### src/rtl/expr_result_misr.sv
// expr_result_misr
//   Capture stage for the generated expression blocks. Each accepted beat of
//   the packed result bus is folded into a WIDTH-bit MISR. A run of num_vecs_i
//   beats ends with a single pass/fail verdict that compares the signature
//   against a golden value latched at start.
//
// Ports
//   clk_i        rising-edge clock
//   rst_i        asynchronous active-high reset (release synchronised here)
//   start_i      1-cycle pulse, begins a run, samples num_vecs_i and golden_i
//   num_vecs_i   number of vectors in the run
//   golden_i     expected final signature
//   in_valid_i   in_data_i holds a result vector
//   in_data_i    packed result bus y[89:0]
//   in_ready_o   stage accepts a beat this cycle (RUN state only)
//   sig_o        current signature
//   vec_cnt_o    vectors accepted in the current run
//   busy_o       run in progress
//   done_o       run complete, verdict valid (held level)
//   pass_o       final signature matched golden (valid while done_o=1)
module expr_result_misr #(
  parameter int                 WIDTH = 90,
  parameter int                 CNT_W = 16,
  parameter logic [WIDTH-1:0]   POLY  = 90'h2D,
  parameter logic [WIDTH-1:0]   SEED  = 90'h0
) (
  input  logic             clk_i,
  input  logic             rst_i,
  input  logic             start_i,
  input  logic [CNT_W-1:0] num_vecs_i,
  input  logic [WIDTH-1:0] golden_i,
  input  logic             in_valid_i,
  input  logic [WIDTH-1:0] in_data_i,
  output logic             in_ready_o,
  output logic [WIDTH-1:0] sig_o,
  output logic [CNT_W-1:0] vec_cnt_o,
  output logic             busy_o,
  output logic             done_o,
  output logic             pass_o
);

  typedef enum logic [1:0] {
    IDLE = 2'd0,
    RUN  = 2'd1,
    DONE = 2'd2
  } state_t;

  // One MISR step: shift left, fold the bit shifted out back through the taps,
  // then mix in the new vector.
  function automatic logic [WIDTH-1:0] misr_step(input logic [WIDTH-1:0] s,
                                                 input logic [WIDTH-1:0] d);
    misr_step = {s[WIDTH-2:0], 1'b0} ^ (s[WIDTH-1] ? POLY : {WIDTH{1'b0}}) ^ d;
  endfunction

  // Reset synchroniser: assertion passes straight through, release is
  // delayed by two clock edges so all flops leave reset on the same edge.
  logic rst_meta_q, rst_sync_q;

  // reset release synchroniser
  always_ff @(posedge clk_i or posedge rst_i) begin
    if (rst_i) begin
      rst_meta_q <= 1'b1;
      rst_sync_q <= 1'b1;
    end else begin
      rst_meta_q <= 1'b0;
      rst_sync_q <= rst_meta_q;
    end
  end

  state_t           state_q, state_d;
  logic [WIDTH-1:0] sig_q, sig_d;
  logic [CNT_W-1:0] cnt_q, cnt_d;
  logic [CNT_W-1:0] nv_q, nv_d;
  logic [WIDTH-1:0] golden_q, golden_d;
  logic             pass_q, pass_d;
  logic             busy_q, busy_d;
  logic             done_q, done_d;
  logic             rdy_q, rdy_d;

  logic             accept_s;
  logic             last_s;
  logic             launch_s;
  logic [WIDTH-1:0] sig_step_s;
  logic [CNT_W-1:0] cnt_inc_s;

  assign accept_s   = in_valid_i & rdy_q;
  assign cnt_inc_s  = cnt_q + {{(CNT_W-1){1'b0}}, 1'b1};
  assign last_s     = accept_s & (cnt_inc_s == nv_q);
  assign launch_s   = start_i & ((state_q == IDLE) | (state_q == DONE));
  assign sig_step_s = misr_step(sig_q, in_data_i);

  // state register
  always_ff @(posedge clk_i or posedge rst_sync_q) begin
    if (rst_sync_q) begin
      state_q <= IDLE;
    end else begin
      state_q <= state_d;
    end
  end

  // next-state logic
  always_comb begin
    state_d = state_q;
    case (state_q)
      IDLE, DONE: begin
        if (start_i) begin
          state_d = (num_vecs_i == {CNT_W{1'b0}}) ? DONE : RUN;
        end else begin
          state_d = state_q;
        end
      end
      RUN: begin
        if (last_s) begin
          state_d = DONE;
        end else begin
          state_d = RUN;
        end
      end
      default: state_d = IDLE;
    endcase
  end

  // output decode from the next state so the status flags are registered
  always_comb begin
    busy_d = 1'b0;
    done_d = 1'b0;
    rdy_d  = 1'b0;
    case (state_d)
      IDLE: begin
        busy_d = 1'b0;
        done_d = 1'b0;
        rdy_d  = 1'b0;
      end
      RUN: begin
        busy_d = 1'b1;
        done_d = 1'b0;
        rdy_d  = 1'b1;
      end
      DONE: begin
        busy_d = 1'b0;
        done_d = 1'b1;
        rdy_d  = 1'b0;
      end
      default: begin
        busy_d = 1'b0;
        done_d = 1'b0;
        rdy_d  = 1'b0;
      end
    endcase
  end

  // datapath next values: launch, accumulate, verdict
  always_comb begin
    sig_d    = sig_q;
    cnt_d    = cnt_q;
    nv_d     = nv_q;
    golden_d = golden_q;
    pass_d   = pass_q;
    if (launch_s) begin
      sig_d    = SEED;
      cnt_d    = {CNT_W{1'b0}};
      nv_d     = num_vecs_i;
      golden_d = golden_i;
      // An empty run finishes immediately with the seed as its signature.
      pass_d   = (num_vecs_i == {CNT_W{1'b0}}) ? (SEED == golden_i) : 1'b0;
    end else if (accept_s) begin
      sig_d = sig_step_s;
      cnt_d = cnt_inc_s;
      if (last_s) begin
        pass_d = (sig_step_s == golden_q);
      end else begin
        pass_d = pass_q;
      end
    end else begin
      sig_d = sig_q;
    end
  end

  // datapath and status registers
  always_ff @(posedge clk_i or posedge rst_sync_q) begin
    if (rst_sync_q) begin
      sig_q    <= SEED;
      cnt_q    <= {CNT_W{1'b0}};
      nv_q     <= {CNT_W{1'b0}};
      golden_q <= {WIDTH{1'b0}};
      pass_q   <= 1'b0;
      busy_q   <= 1'b0;
      done_q   <= 1'b0;
      rdy_q    <= 1'b0;
    end else begin
      sig_q    <= sig_d;
      cnt_q    <= cnt_d;
      nv_q     <= nv_d;
      golden_q <= golden_d;
      pass_q   <= pass_d;
      busy_q   <= busy_d;
      done_q   <= done_d;
      rdy_q    <= rdy_d;
    end
  end

  assign in_ready_o = rdy_q;
  assign sig_o      = sig_q;
  assign vec_cnt_o  = cnt_q;
  assign busy_o     = busy_q;
  assign done_o     = done_q;
  assign pass_o     = pass_q;

endmodule

### config.mk
export PLATFORM = sky130hd
export DESIGN_NAME = expr_result_misr
export DESIGN_NICKNAME = d
export VERILOG_FILES = /design/src/rtl/expr_result_misr.sv
export SDC_FILE = /design/constraint.sdc
export NUM_CORES = 1
export LEC_CHECK = 0
export BUFFER_PORTS_ARGS = -buffer_cell sky130_fd_sc_hd__buf_2
export CAP_MARGIN = 10
export CORE_MARGIN = 4
export CORE_UTILIZATION = 53
export DETAILED_ROUTE_END_ITERATION = 12
export HOLD_SLACK_MARGIN = 0.05
export PLACE_DENSITY = 0.79
export SLEW_MARGIN = 10
export SYNTH_ARGS = -nofsm -noshare
export SYNTH_HDL_FRONTEND = slang
export SYNTH_SLANG_ARGS = --single-unit
### constraint.sdc
create_clock -name clk_i -period 7.7 [get_ports clk_i]
set_input_delay 0.385 -clock clk_i [delete_from_list [all_inputs] [get_ports clk_i]]
set_output_delay 0.385 -clock clk_i [all_outputs]
set_load 0.02 [all_outputs]
# Yosys cells after proc, flatten, opt, wreduce, memory -nomap -nowiden
# Index checks and enable logic that the tools add are counted.
# word_totals
in_bits	200
register_bits	219
elab_cells	45
out_inout_bits	110
# classes
bitwise	6
n_eq_ne	6
reduce_logical	7
n_mux	15
addsub	1
# ops
op	n
$mux W90	2
$eq A90 B90 Y1	1
$logic_not A90 Y1	1
$xor A90 B6 Y90	1
$xor A90 B90 Y90	1
$mux W16	2
$add A16 B1 Y16 const B	1
$eq A16 B16 Y1	1
$logic_not A16 Y1	1
$mux W1	6
$mux W2	3
$mux W6	1
$eq A2 B1 Y1 const B	2
$eq A2 B2 Y1 const B	2
$pmux W2 S2	1
$reduce_bool A2 Y1	2
$and A1 B1 Y1	3
$logic_not A2 Y1	1
$reduce_and A2 Y1	1
$reduce_or A2 Y1	1
$or A1 B1 Y1	1

# Logic depth before layout (Yosys ltp)
# Gate-level depths: netlist (run 1).
# depth
word_depth	7
ltp_mapped	8
mapped_depth_nobuf	8

# Least setup slack after synthesis (run 1)
# OpenSTA, ideal clock, no wires.
# synth_path
path_kind	reg-to-reg
from	register cnt_q[0], in the netlist vec_cnt_o[0]
to	register pass_q, in the netlist pass_o
t_required_ns	7.573
setup_slack_ns	5.176
arrival_time_ns	2.397
path_stages_with_launch	9
setup_ns	0.127
synth_period_minus_slack_ns	2.524
path_buffers	0
cell_sequence	dfrtp_1 ha_1 and4_1 nand2_1 xnor2_1 nand3_1 a2111oi_1 a41o_1 mux2_1
# synth_via
elab_chain_cells	5
# synth_lines
element	line_no	rtl
start: declaration	72	logic [CNT_W-1:0] cnt_q, cnt_d;
start signal: assignment	183	cnt_q <= {CNT_W{1'b0}};
start signal: assignment	192	cnt_q <= cnt_d;
$add A16 B1 Y16	87	assign cnt_inc_s = cnt_q + {{(CNT_W-1){1'b0}}, 1'b1};
$eq A16 B16 Y1	88	assign last_s = accept_s & (cnt_inc_s == nv_q);
$and A1 B1 Y1	88	
$reduce_bool A2 Y1 (no source line)	--	
$reduce_and A2 Y1 (no source line)	--	
end signal: assignment	195	pass_q <= pass_d;
end: declaration	75	logic pass_q, pass_d;
# No other way between the ends.
# A chain may end at the register's enable or synchronous reset.

# Final worst setup path (run 1)
# layout_path
from	register state_q[0]
to	register pass_q, in the netlist pass_o
# layout_via
elab_chain_cells	5
elab_cells_between_ends	8
cone_classes	eq/ne: 1; mux: 1; bitwise: 2; reduce/logical: 4
# layout_lines
element	line_no	rtl
start: declaration	70	state_t state_q, state_d;
start signal: assignment	97	state_q <= state_d;
$eq A2 B2 Y1 / $logic_not A2 Y1 (equally long branches)	89	assign launch_s = start_i & ((state_q == IDLE) | (state_q == DONE));
$or A1 B1 Y1 *	89	
$and A1 B1 Y1 *	89	
$reduce_bool A2 Y1 (no source line)	--	
$reduce_and A2 Y1 (no source line)	--	
# Mark *: on every way between the ends. The rest lies on a longest branch, timed or not.

==> results of run 1 <==
-- area by class of cell --
| type | instances | area share [%] |
|---|---|---|
| Sequential cell | 219 | 40.8 |
| Clock inverter | 7 | 0.661 |
| Multi-Input combinational cell | 876 | 38.5 |
| Tap cell | 270 | 2.51 |
| Clock buffer | 36 | 5.34 |
| Antenna cell | 5 | 0.0931 |
| Timing Repair Buffer | 315 | 11.9 |
| Inverter | 4 | 0.168 |
-- routing by layer --
metal / routed length (um) / vias to the layer above
met1: 14100 / 4577
met3: 3020 / 72
li1: - / 4516
met4: 1100 / 4
met2: 16000 / 478
met5: 27 / -
-- worst paths after layout --
kind	from	to	slack [ps]	cells past startpoint
worst max register to register	state_q[0]	pass_o	4820	4
min in group asynchronous	rst_i	rst_meta_q	440	3
worst max-delay path	state_q[0]	pass_o	4820	4
max in group asynchronous	rst_sync_q	sig_o[53]	5640	2
worst min-delay path	golden_i[85]	golden_q[85]	80	3
worst min register to register	rst_meta_q	rst_sync_q	360	0
-- flip-flops by register name, indices dropped and copies added (netlist names) --
signal and count:
done_o 1, golden_q 90, in_ready_o 1, nv_q 16, pass_o 1, rst_meta_q 1
rst_sync_q 1, sig_o 90, state_q 2, vec_cnt_o 16
-- timing repair --
item,in CTS,in global routing
endpoints found under the setup margin,0,0
hold buffers,1,0
hold endpoints to repair,2,0
-- Yosys cell counts (5+ instances only) --
cell,number,area share (%)
nor3_1,6,0.28
nor2_1,112,3.9
a211oi_1,89,6.1
nor4_1,37,2.1
o211ai_1,5,0.34
nand4_1,20,1.1
xor2_1,28,2.3
nand2_1,334,12
o21ai_0,9,0.41
xnor2_1,138,11
xnor3_1,9,1.9
a22oi_1,7,0.48
nand3_1,7,0.32
a2bb2oi_1,13,1.0
or4_1,5,0.34
dfrtp_1,217,50
clkbuf_1,57,2.0
o22ai_1,9,0.52
a21oi_1,10,0.46
-- logic make-up (layout without fill, tap and decap cells) --
| group | after synthesis | in the layout | synth area share (%) |
|---|---|---|---|
| XOR/XNOR | 175 | 175 | 15.2 |
| multiplexers | 2 | 2 | 0.195 |
| AND/OR/NAND/NOR | 541 | 541 | 21.2 |
| AO/OA/AOI/OAI | 156 | 156 | 10.6 |
| adder cells (fa/ha/maj) | 1 | 1 | 0.115 |
| flip-flops | 219 | 219 | 50.3 |
| buffers and inverters | 66 | 362 | 2.35 |
| other | 1 | 6 | 0.0344 |
-- worst max-delay path, cell delays in order (launching register included) --
cell and delay (ps):
dfrtp_1 450, nor2b_4 840, buf_4 900, a41o_1 180
mux2_1 320
-- metrics by stage --
step,cells,hold WS (ps),power [mW],utilization (%),area [sq um]
2_1_floorplan,1161,297,3.74,-,10900
3_3_place_gp,1683,347,4.59,62.3,12600
3_5_place_dp,1683,350,4.64,62.3,12600
4_1_cts,1727,65.5,5.83,66.3,13400
5_1_grt,1732,76.4,6.17,66.4,13400
6_report,1732,84.4,5.82,66.4,13400
-- power groups by stage --
| stage | clock, mW | sequential [mW] | combinational (mW) |
|---|---|---|---|
| floorplan | 0 | 2.35 | 1.39 |
| global placement | 0 | 2.13 | 2.46 |
| detailed placement | 0 | 2.15 | 2.49 |
| CTS | 1.19 | 2.13 | 2.51 |
| global route | 1.24 | 2.20 | 2.72 |
| finish | 1.17 | 2.14 | 2.51 |
==> metrics.csv, run 1 <==
stage;metric;value;unit
clocking;Num CTS Buffers;24;
detailed_routing;WL/cell;19.8;um
final_layout;Multi-input gate area;5180;sq um
final_layout;layout cells sized above 1;25.0;%
timing;min Tclk post-route;2880;ps
grt;initial antenna violation count;7;
final_layout;most common cell after layout, fill and taps aside;nand2_1;
final_layout;most frequent cells in the layout;nand2_1 (334), buf_2 (309), dfrtp_1 (217);
timing;max-slew violation count;0;
critical_path;crit end category;register;
clocking;Worst-Skew Late Latency;510;ps
synthesis;syn nets;1362;
timing;RSZ-0062 raised after global routing;no;
timing;Max-slew headroom;29.5;%
floorplanning;Die Wd;151;um
grt;Total GRT Usage;29.4;%
job;Max-cap violations;0;
floorplanning;height of the die;151;um
grt;vias in the first global route;9194;
clocking;Clock Tree Root;clkbuf_16;
synthesis;Synth warnings;0;
power;Int Power;3.38;mW
critical_path;data arrival time of the worst path;3270;ps
clocking;CTS H-tree lvls;1;
clocking;buffer count from post-CTS setup fixing;0;
detailed_routing;Vias per Instance;5.57;
timing;setup tns final;0;ps
critical_path;Critical Path Fanout Max;100;
critical_path;Worst EP required;8090;ps
detailed_routing;first drt pass iteration count;5;
synthesis;Mapped Area;10900;sq um
clocking;CTS Sinks;219;
power;switch share;41.9;%
outcome;outcome;completed;
grt;met3 usage;5.48;%
clocking;post-CTS resize count;0;
placement;DP Worst Slack;4740;ps
power;Pleak;6.36;nW
detailed_routing;DRT iter0 DRCs;784;
synthesis;most used flip-flop cell after synthesis;dfrtp_1;
final_layout;Layout Nets;1641;
grt;most used routing layer;met2;
floorplanning;I/O pin cnt;310;
timing;fin crit share;37.4;%
timing;worst-margin pin slew;1050;ps
grt;largest net degree at the start of global routing;142;
power;Flop pwr share;36.8;%
clocking;CTS Buffer Depth;3;
final_layout;register cell area after layout;5480;sq um
timing;# setup viols final;0;
synthesis;Post-Synthesis Cells;1161;
placement;PortBufs;309;
grt;met2 Use GR;46.4;%
synthesis;Seq/Total Area, Yosys;50.3;%
clocking;CTS tree;built;
final_layout;FILL cells;1681;
placement;dpl hpwl;25900;um
timing;fmax;347;MHz
detailed_routing;DRC;0;
final_layout;area grow syn2layout;23.2;%
power;power density cells;433;nW/um^2
detailed_routing;WL final;34200;um
synthesis;asr flop ratio synth;100;%
critical_path;Startpoint Class;register;
floorplanning;initial core utilization;53.9;%
synthesis;Seq cells post-synth;219;
synthesis;syn avg cell area;9.39;sq um
power;Worst VDD drop;0.265;mV
timing;Final Hold Violating Endpoints;0;
synthesis;Post-synth EDFFs;0;
power;Clk network pwr share;20.1;%
timing;clk_skew;9.48;ps
placement;Placer Congestion;0.941;
power;P_sw;2.44;mW
detailed_routing;Routed Antenna Nets;0;
grt;M1 GR Usage;41.3;%
critical_path;WS Path Type;reg -> reg;
power;Combinational Power Share;43.2;%
min_path;HP Class;in -> reg;
detailed_routing;Vias;9647;
clocking;Clock Pin Slew Worst Setup and Hold Paths;60;ps
timing;final worst slack;4820;ps
floorplanning;total core area;20200;sq um
floorplanning;FP Rows;52;
synthesis;Netlist cell types;50;
grt;first-pass GRT wire length;51600;um
floorplanning;Die ar.;22900;sq um
grt;grt total ovfl;0;
(Power assumes the default switching activity.)
==> run 2: changes to the inputs <==
==> constraint.sdc (replaced) <==
create_clock -name clk_i -period 2.7 [get_ports clk_i]
set_input_delay 0.135 -clock clk_i [delete_from_list [all_inputs] [get_ports clk_i]]
set_output_delay 0.135 -clock clk_i [all_outputs]
set_load 0.02 [all_outputs]
==> run 2 against run 1 <==
Compared with the run above:
- wire length increased by 23%
- final cell count rose by 11%
- core utilization grew 9.5 points
- final area up 14%
- clock-buffer cell count up 2
- largest power group unchanged
- maximum frequency rose by 10%
- largest cell class unchanged
- critical path type unchanged
- register-to-register slack lost 4700 ps
==> metrics.csv, run 2 (synthesis gave the netlist of run 1 again) <==
stage;metric;value;unit;change
critical_path;data arrival time of the worst path;3080;ps;was 3270 ps
floorplanning;I/O pin cnt;310;;unchanged
final_layout;most frequent cells in the layout;nand2_1 (334), buf_2 (309), dfrtp_1 (217);;unchanged
critical_path;worst path cell trace;xnor2_1 -> o22ai_1 -> nor4_1 -> nand4_1 -> or4_1 -> o21ai_1 -> mux2_1;;was nor2b_4 -> buf_4 -> a41o_1 -> mux2_1
clocking;CTS H-tree lvls;1;;unchanged
outcome;outcome;completed;;unchanged
critical_path;Worst EP required;3160;ps;was 8090 ps
critical_path;CP Depth;7;;was 4
detailed_routing;WL final;42200;um;was 34200 um
placement;placed insts;1718;;was 1683
clocking;Clock Pin Slew Worst Setup and Hold Paths;60;ps;about the same
placement;Placer Congestion;1.00;;was 0.941
critical_path;Startpoint Class;register;;unchanged
grt;largest net degree at the start of global routing;80;;was 142
min_path;Hold Path Cell Cnt;3;;unchanged
floorplanning;height of the die;151;um;unchanged
critical_path;Critical Path Max Stage Delay;540;ps;was 900 ps
grt;grt total ovfl;0;;unchanged
critical_path;R2R Path Start;sig_o[86];;was state_q[0]
timing;min Tclk post-route;2610;ps;was 2880 ps
min_path;HP Class;in -> reg;;unchanged
power;post-layout power;17.7;mW;was 5.82 mW
floorplanning;Die ar.;22900;sq um;unchanged
timing;worst-margin pin slew;798;ps;was 1050 ps
power;Worst VDD drop;0.715;mV;was 0.265 mV
final_layout;non-filler instance count after layout;1920;;was 1732
clocking;Num CTS Buffers;24;;unchanged
detailed_routing;DRC;0;;unchanged
timing;clk_skew;16.4;ps;was 9.48 ps
critical_path;critical path's slowest cell;or4_1;;was buf_4
critical_path;crit end category;register;;unchanged
timing;fmax;383;MHz;was 347 MHz
timing;max-slew violation count;0;;unchanged
job;Max-cap violations;0;;unchanged
final_layout;post-layout util;75.8;%;was 66.4%
timing;Final Hold Violating Endpoints;0;;unchanged
floorplanning;total core area;20200;sq um;unchanged
detailed_routing;Vias;11200;;was 9647
placement;dpl hpwl;28300;um;was 25900 um
clocking;CTS tree;built;;unchanged
power;power density cells;1150;nW/um^2;was 433 nW/um^2
floorplanning;initial core utilization;53.9;%;unchanged
timing;fin crit share;96.8;%;was 37.4%
clocking;CTS Sinks;219;;unchanged
critical_path;WS Path Type;reg -> reg;;unchanged
critical_path;critical path buffer and inverter count;0;;was 1
min_path;Worst Hold Launch;in_data_i[85];;was golden_i[85]
critical_path;CP Launch Point;sig_o[86];;was state_q[0]
power;Pleak;7.21;nW;was 6.36 nW
final_layout;FILL cells;1332;;was 1681
grt;vias in the first global route;11500;;was 9194
detailed_routing;DRT iter0 DRCs;980;;was 784
final_layout;Layout Nets;1833;;was 1641
final_layout;post-route cell area;15300;sq um;was 13400 sq um
grt;initial antenna violation count;4;;was 7
placement;DP Worst Slack;145;ps;was 4740 ps
critical_path;CP delay by family, top;simple AND/OR/NAND/NOR gates;;was buffers and inverters
clocking;CTS Buffer Depth;3;;unchanged
final_layout;area grow syn2layout;40.8;%;was 23.2%
detailed_routing;Routed Antenna Nets;0;;unchanged
final_layout;most common cell after layout, fill and taps aside;nand2_1;;unchanged
floorplanning;Die Wd;151;um;unchanged
critical_path;Critical Path Fanout Max;3;;was 100
clocking;Worst-Skew Late Latency;520;ps;was 510 ps
floorplanning;FP Rows;52;;unchanged
critical_path;R2R depth;7;;was 4
detailed_routing;Vias per Instance;5.85;;was 5.57
grt;first-pass GRT wire length;63600;um;was 51600 um
timing;final worst slack;86.9;ps;was 4820 ps
detailed_routing;first drt pass iteration count;5;;unchanged
placement;PortBufs;309;;unchanged
placement;Placed Area;12900;sq um;was 12600 sq um
timing;# setup viols final;0;;unchanged
timing;RSZ-0062 raised after global routing;no;;unchanged
grt;Total GRT Usage;36.3;%;was 29.4%
detailed_routing;WL/cell;22.0;um;was 19.8 um
final_layout;layout cells sized above 1;24.3;%;was 25.0%
timing;Max-slew headroom;46.3;%;was 29.5%
clocking;Clock Tree Root;clkbuf_16;;unchanged
==> run 2: changes by cell type in the layout (fill, tap and decap cells not counted), sizes merged <==
cell and change:
buf +35, bufinv -1, clkbuf +2, clkinv -2
clkinvlp +1, diode -2, dlygate4sd3 +157, inv -2
==> run 2: worst reg2reg max path, delay by kind of cell, from the launching register on <==
family,cells,cell delay (ps)
flops,1,400
mux,1,180
compound gates,2,440
xor+xnor,1,480
simple gates,3,1050
==> run 2: layout make-up <==
type,instances,area (sq um),share of cell area (%)
Multi-Input combinational cell,876,5180,33.8
Sequential cell,219,5480,35.7
Antenna cell,3,7.51,0.0489
Timing Repair Buffer,507,3500,22.8
Clock inverter,3,40.0,0.261
Inverter,4,18.8,0.122
Tap cell,270,338,2.20
Clock buffer,38,774,5.05
==> run 2: worst paths after layout <==
path                               to  slack (ps)
min reg2reg                 sig_o[58]         290
max reg2reg                    pass_o          90
min in group asynchronous  rst_sync_q         190
min                         sig_o[85]          60
max in group asynchronous   sig_o[23]        1630
max                            pass_o          90
==> run 2: through the flow <==
| stage | hold WS, ps | TNS, ps |
|---|---|---|
| after floorplan | 46.5 | -107990 |
| after global placement | 156 | 0 |
| after detailed placement | 164 | 0 |
| after CTS | 51.6 | 0 |
| after global routing | 74.0 | 0 |
| final | 56.0 | 0 |
==> run 2: power by group <==
part           total (mW)  switching (mW)  internal [mW]
sequential           6.18            1.45           4.73
clock                3.39            1.34           2.04
combinational        8.10            4.76           3.34
total                17.7            7.56           10.1
==> run 2: repair_timing <==
item / 4_1_cts / 5_1_grt
hold buffers: 158 / 0
gates resized for setup: 0 / 1
endpoints found under the hold margin: 160 / 0
endpoints found under the setup margin: 0 / 1
setup buffers: 0 / 0
==> run 2: metal layers <==
metal / wire length [um] / vias to the layer above / GRT usage, %
met3: 4470 / 216 / 8.38
met5: 13 / - / 0
met1: 15300 / 5334 / 45.3
met4: 2600 / 2 / 18.1
li1: - / 4884 / -
met2: 19800 / 789 / 59.2
